==> config.mk <==
export PLATFORM = sky130hd
export DESIGN_NAME = vl53l0x_range_seq
export DESIGN_NICKNAME = d
export VERILOG_FILES = /design/src/rtl/vl53l0x_range_seq.sv
export SDC_FILE = /design/constraint.sdc
export NUM_CORES = 1
export LEC_CHECK = 0
export ABC_AREA = 1
export BUFFER_PORTS_ARGS = -buffer_cell sky130_fd_sc_hd__buf_2
export CORE_ASPECT_RATIO = 0.6
export CORE_MARGIN = 2
export CORE_UTILIZATION = 34
export DETAILED_ROUTE_END_ITERATION = 16
export SLEW_MARGIN = 20
export SYNTH_ARGS = -nofsm -noshare
export SYNTH_HDL_FRONTEND = slang
export SYNTH_SLANG_ARGS = --single-unit
==> constraint.sdc <==
create_clock -name clk -period 1.4 [get_ports clk]
set_input_delay 0.14 -clock clk [delete_from_list [all_inputs] [get_ports clk]]
set_output_delay 0.14 -clock clk [all_outputs]
set_load 0.005 [all_outputs]
==> src/rtl/vl53l0x_range_seq.sv <==
// VL53L0X single-shot ranging scheduler: trigger, poll status,
// read the 16-bit range, clear the interrupt, publish, wait a period.
module vl53l0x_range_seq #(
  parameter int PERIOD_CYCLES   = 1300000,
  parameter int POLL_GAP_CYCLES = 6500,
  parameter int MAX_POLLS       = 500
) (
  input  logic        clk,
  input  logic        rst_n,
  input  logic        enable,
  input  logic        init_done,
  output logic        write_start,
  input  logic        write_done,
  output logic        read_start,
  input  logic        read_done,
  output logic [7:0]  reg_addr,
  output logic [7:0]  data_out,
  input  logic [7:0]  data_in,
  output logic [3:0]  n_bytes,
  output logic [15:0] range_mm,
  output logic        range_valid,
  output logic        timeout_err,
  output logic        busy
);

  localparam int CW = $clog2(PERIOD_CYCLES + 1);
  localparam int PW = $clog2(MAX_POLLS + 1);

  localparam logic [CW-1:0] PER_TC  = CW'(PERIOD_CYCLES - 1);
  localparam logic [CW-1:0] GAP_TC  = CW'(POLL_GAP_CYCLES - 1);
  localparam logic [PW-1:0] POLL_TC = PW'(MAX_POLLS);

  typedef enum logic [3:0] {
    IDLE, START_W, START_WAIT, POLL_R, POLL_WAIT, GAP,
    RES_R, RES_WAIT, CLR_W, CLR_WAIT, PUBLISH, PERIOD
  } state_t;

  state_t        state, state_n;
  logic [CW-1:0] cnt, cnt_n;
  logic [PW-1:0] poll_cnt, poll_n, poll_inc;
  logic [7:0]    hi, hi_n, lo, lo_n;
  logic          lo_sel, lo_sel_n;
  logic          res_ok, res_ok_n;
  logic          wr_n, rd_n, rv_n, to_n;
  logic [7:0]    addr_n, dout_n;
  logic [3:0]    nb_n;
  logic [15:0]   rng_n;

  assign poll_inc = poll_cnt + PW'(1);
  assign busy     = (state != IDLE);

  always_ff @(posedge clk or negedge rst_n) begin
    if (!rst_n) begin
      state       <= IDLE;
      cnt         <= '0;
      poll_cnt    <= '0;
      hi          <= '0;
      lo          <= '0;
      lo_sel      <= 1'b0;
      res_ok      <= 1'b0;
      write_start <= 1'b0;
      read_start  <= 1'b0;
      reg_addr    <= '0;
      data_out    <= '0;
      n_bytes     <= '0;
      range_mm    <= '0;
      range_valid <= 1'b0;
      timeout_err <= 1'b0;
    end else begin
      state       <= state_n;
      cnt         <= cnt_n;
      poll_cnt    <= poll_n;
      hi          <= hi_n;
      lo          <= lo_n;
      lo_sel      <= lo_sel_n;
      res_ok      <= res_ok_n;
      write_start <= wr_n;
      read_start  <= rd_n;
      reg_addr    <= addr_n;
      data_out    <= dout_n;
      n_bytes     <= nb_n;
      range_mm    <= rng_n;
      range_valid <= rv_n;
      timeout_err <= to_n;
    end
  end

  always_comb begin
    state_n  = state;
    cnt_n    = cnt;
    poll_n   = poll_cnt;
    hi_n     = hi;
    lo_n     = lo;
    lo_sel_n = lo_sel;
    res_ok_n = res_ok;
    wr_n     = 1'b0;
    rd_n     = 1'b0;
    rv_n     = 1'b0;
    to_n     = 1'b0;
    addr_n   = reg_addr;
    dout_n   = data_out;
    nb_n     = n_bytes;
    rng_n    = range_mm;
    unique case (state)
      IDLE: begin
        if (enable && init_done) state_n = START_W;
      end
      START_W: begin
        wr_n     = 1'b1;
        addr_n   = 8'h00;
        dout_n   = 8'h01;
        res_ok_n = 1'b0;
        state_n  = START_WAIT;
      end
      START_WAIT: begin
        if (write_done) begin
          poll_n  = '0;
          state_n = POLL_R;
        end
      end
      POLL_R: begin
        rd_n    = 1'b1;
        addr_n  = 8'h13;
        nb_n    = 4'd1;
        state_n = POLL_WAIT;
      end
      POLL_WAIT: begin
        if (read_done) begin
          if (|data_in[2:0]) begin
            state_n = RES_R;
          end else begin
            poll_n = poll_inc;
            if (poll_inc == POLL_TC) begin
              to_n    = 1'b1;
              state_n = CLR_W;
            end else begin
              state_n = GAP;
            end
          end
        end
      end
      GAP: begin
        if (cnt == GAP_TC) begin
          cnt_n   = '0;
          state_n = POLL_R;
        end else begin
          cnt_n = cnt + CW'(1);
        end
      end
      RES_R: begin
        rd_n     = 1'b1;
        addr_n   = 8'h1E;
        nb_n     = 4'd2;
        lo_sel_n = 1'b0;
        state_n  = RES_WAIT;
      end
      RES_WAIT: begin
        if (read_done) begin
          if (!lo_sel) begin
            hi_n     = data_in;
            lo_sel_n = 1'b1;
          end else begin
            lo_n     = data_in;
            res_ok_n = 1'b1;
            state_n  = CLR_W;
          end
        end
      end
      CLR_W: begin
        wr_n    = 1'b1;
        addr_n  = 8'h0B;
        dout_n  = 8'h01;
        state_n = CLR_WAIT;
      end
      CLR_WAIT: begin
        if (write_done) state_n = res_ok ? PUBLISH : PERIOD;
      end
      PUBLISH: begin
        rng_n   = {hi, lo};
        rv_n    = 1'b1;
        state_n = PERIOD;
      end
      PERIOD: begin
        // dropping enable here is the only way the sequencer stops
        if (!enable) begin
          cnt_n   = '0;
          state_n = IDLE;
        end else if (cnt == PER_TC) begin
          cnt_n   = '0;
          state_n = START_W;
        end else begin
          cnt_n = cnt + CW'(1);
        end
      end
      default: state_n = IDLE;
    endcase
  end

endmodule

==> run summary <==
The run finished, with violations left. The checks that failed: setup timing. Measured along the x axis, the die boundary spans 146 µm.

The critical path required time is ~1.6 ns. The half-perimeter wire length after detailed placement came out at 8400 µm. The worst setup path is launched from a flop. nand2_1 is the most common cell in the netlist. The global placement routability congestion is 0.918. The fraction of registers with async set/reset is 100%.

TritonCTS built the clock tree. The die boundary height came out at 89.2 µm. The reported max-cap violation count came out at 0. The startpoint of the lowest-slack register-to-register path is state[2]$_DFFE_PN0P_.

Along the worst path, the maximum fanout reaches 4. The total negative slack for setup checks came out at -8.90 ns. The number of placed I/O pins is 55. The net count of the finished layout is 732.

By area the synthesized netlist is led by dfrtp_1 49%, nand2_1 16%, inv_1 6.0%. The maximum clock frequency is slightly above 0.6 GHz. The number of instances on the worst hold path is 3.

The synthesized instance count is 535. In this run, synthesis produced a sequential element count of 80. STA puts the critical path data arrival time at between 1.5 and 2 ns. The number of enable-type register cells in the synthesized netlist came out at 0. The biggest area contributor in the post-synthesis netlist is dfrtp_1. The first global-routing pass estimated 19100 µm of wire. The starting utilization of the core area is roughly a third. The count of unresolved DRC violations after routing came out at 0.

The routed wirelength normalized by instance count is roughly 14 µm. The TritonCTS buffer count came out at 9. The leakage power figure is 3.36 nW. The fraction of the yosys area taken by sequential cells came out at 48.7%. The ratio of routed vias to standard cells came out at 4.78.

The post-layout utilization of the core came out at 54.9%. The pre-antenna-repair detailed-routing pass consisted of 4 iterations. The insertion delay to the later sink of the worst-skew pair came out at 0.34 ns. The worst-case register-to-register setup slack is -0.22 ns. The netlist uses 37 different library cells. Setup violations remaining at the end of the flow were counted as approximately 70. The power density over the cells is 1680 mW/mm². The total number of vias came out at 4232. The final number of hold-violating endpoints is 0. The area growth from synthesis to layout is 59.4%.

The routed design has roughly 13000 µm of wire. The clock passes through at most 2 buffers. The endpoint of the most critical register-to-register path is cnt[17]$_DFFE_PN0P_. The worst-case vdd ir drop came out at between 0.8 and 0.9 mV. The CTS H-tree depth is 3.

The antenna cell count is 0. The clock-pin transition on the worst setup and hold timing paths came out at roughly 0.07 ns. The residual overflow from global routing is 0. The count of routing violations after the opening detailed-route iteration is 278. The largest net degree at the start of global routing came out at 32. Row generation in the floorplan step produced 31 rows. The number of nets with antenna violations after detailed routing came out at 0.

Setup repair after global routing could not meet its margin everywhere. The die covers 0.0130 mm². The tightest min-delay check is of the in2reg type. The cell sitting at the root of the clock tree is a clkbuf_16. In the final layout, the share of cells above drive strength 1 is between 40 and 50%. The kind of capture point of the worst setup path is a flop. The initial antenna violation count came out at 0. The path with the worst hold slack has its endpoint at lo[7]$_DFFE_PN0P_. The cell area after synthesis is 0.00411 mm². In the synthesized netlist, the cells that appear most often are 173 x nand2_1, 80 x dfrtp_1, 66 x inv_1, 56 x nor2_1. Among all flip-flop cells after synthesis, the most frequent one is dfrtp_1. The worst path setup slack after routing is -0.222 ns.

Averaged over all synthesized cells, the footprint is 7.69 µm². The count of pins over their slew limit came out at 0. The share of synthesized area in the top cell type comes to 48.7%. The placeable core region is 0.0119 mm². The final critical-path share of the clock period came out at 116%. The total global-route track usage is 18.5%. The critical path is of the reg2reg type.

The number of clock sinks came out at 80. The number of port buffers is 42. The largest clock skew in the final design is 0.00675 ns. The via count of the first global-routing pass is 3937. For the worst flop-to-flop path, the logic depth is 9. The Yosys warning count is 0. In this run the most critical hold path is launched from data_in[7]. The minimum clock period came out at 1.62 ns.
==> final cells by class <==
cell class                      count  area (µm²)
Fill cell                        1041        5390
Multi-Input combinational cell    379        2350
Sequential cell                    80        2010
Timing Repair Buffer              178        1410
Inverter                           68         272
Clock buffer                        9         225
Tap cell                          165         206
Clock inverter                      7        83.8
==> flip-flops by register name (all words and copies together) (netlist names) <==
| signal | cells |
|---|---|
| cnt | 21 |
| range_mm | 16 |
| poll_cnt | 9 |
| hi | 8 |
| lo | 8 |
| reg_addr | 5 |
| state | 4 |
| n_bytes | 2 |
| data_out | 1 |
| lo_sel | 1 |
| range_valid | 1 |
| read_start | 1 |
| res_ok | 1 |
| timeout_err | 1 |
| write_start | 1 |
==> cells in the final DEF, fill, tap and decap left out, types with 5 or more instances in the layout <==
master     instances
nand2_4           14
a21oi_1            7
inv_2             16
nor2_2            16
nor2_4            15
nand3_2            7
o21ai_1           15
o21ai_2           12
nand2_2           28
nor3_2             7
nand4_1           15
inv_1             47
buf_2             40
conb_1            12
o21ai_0            5
inv_6              5
nand3_1           21
buf_12             6
nor2_1            31
clkbuf_16         10
buf_6             20
dfrtp_2           10
buf_4            110
nand2_1          133
dfrtp_1           70
==> cell families after synthesis <==
logic type | Yosys count | share of synthesized area [%]
xor gates and xnor gates | 3 | 0.639
AOI/OAI and AO/OA | 55 | 7.48
buffers and inverters | 87 | 9.31
and+or+nand+nor | 307 | 33.2
other | 1 | 0.0912
DFF | 80 | 48.7
adders and majority gates | 2 | 0.608
==> through the flow <==
step | cell area, µm² | power, W | worst slack (ns) | std cells | hold WS [ns]
final | 6560 | 0.0110 | -0.222 | 886 | 0.0522
after global routing | 6560 | 0.0117 | -0.323 | 886 | 0.0569
after CTS | 6100 | 0.0102 | -0.177 | 869 | 0.0571
after detailed placement | 5310 | 0.00712 | -0.257 | 834 | 0.133
after global placement | 5310 | 0.00699 | -0.184 | 834 | 0.128
after floorplan | 4220 | 0.00529 | -0.0274 | 546 | -0.156
==> repair_timing <==
action | CTS | global route
pin swaps | 37 | 21
hold buffers | 1 | 0
hold endpoints to repair | 29 | 0
setup endpoints to repair | 74 | 80
resized for setup | 92 | 111
cloned | 0 | 1
setup buffers | 18 | 16
==> worst max-delay path, cell delays in order, from the launching register on <==
cell	delay, ns
dfrtp_2	0.46
inv_4	0.08
nor2_4	0.12
nand2_4	0.09
nand2_8	0.10
nand4_4	0.13
nor3_4	0.28
nand4_1	0.12
nand2_1	0.09
nor2_2	0.03
==> report_power, final <==
group | switching, W | internal (W) | leakage [nW]
Combinational | 0.00249 | 0.00236 | 2.17
Clock | 0.00107 | 0.00142 | 0.149
Sequential | 0.000618 | 0.00306 | 1.03
==> per-layer routing <==
layer  track usage (%)  share of wire, %  vias up
li1                  -                 -     2064
met1              25.5                46     2020
met2              29.5                47      134
met3              4.34               6.2       14
met4              5.30              0.91        0
met5                 0                 0        -
==> worst max-delay path by stage <==
| stage | to | depth (start not counted) | from | slack (ns) |
|---|---|---|---|---|
| after floorplan | cnt[13]$_DFFE_PN0P_ | 8 | state[2]$_DFFE_PN0P_ | -0.03 |
| after global placement | state[3]$_DFFE_PN0P_ | 10 | cnt[1]$_DFFE_PN0P_ | -0.18 |
| after detailed placement | state[3]$_DFFE_PN0P_ | 9 | cnt[18]$_DFFE_PN0P_ | -0.26 |
| after CTS | busy | 6 | state[3]$_DFFE_PN0P_ | -0.18 |
| after global routing | cnt[20]$_DFFE_PN0P_ | 10 | state[2]$_DFFE_PN0P_ | -0.32 |
| final | cnt[17]$_DFFE_PN0P_ | 9 | state[2]$_DFFE_PN0P_ | -0.22 |
Power figures use the tool's default switching activity.
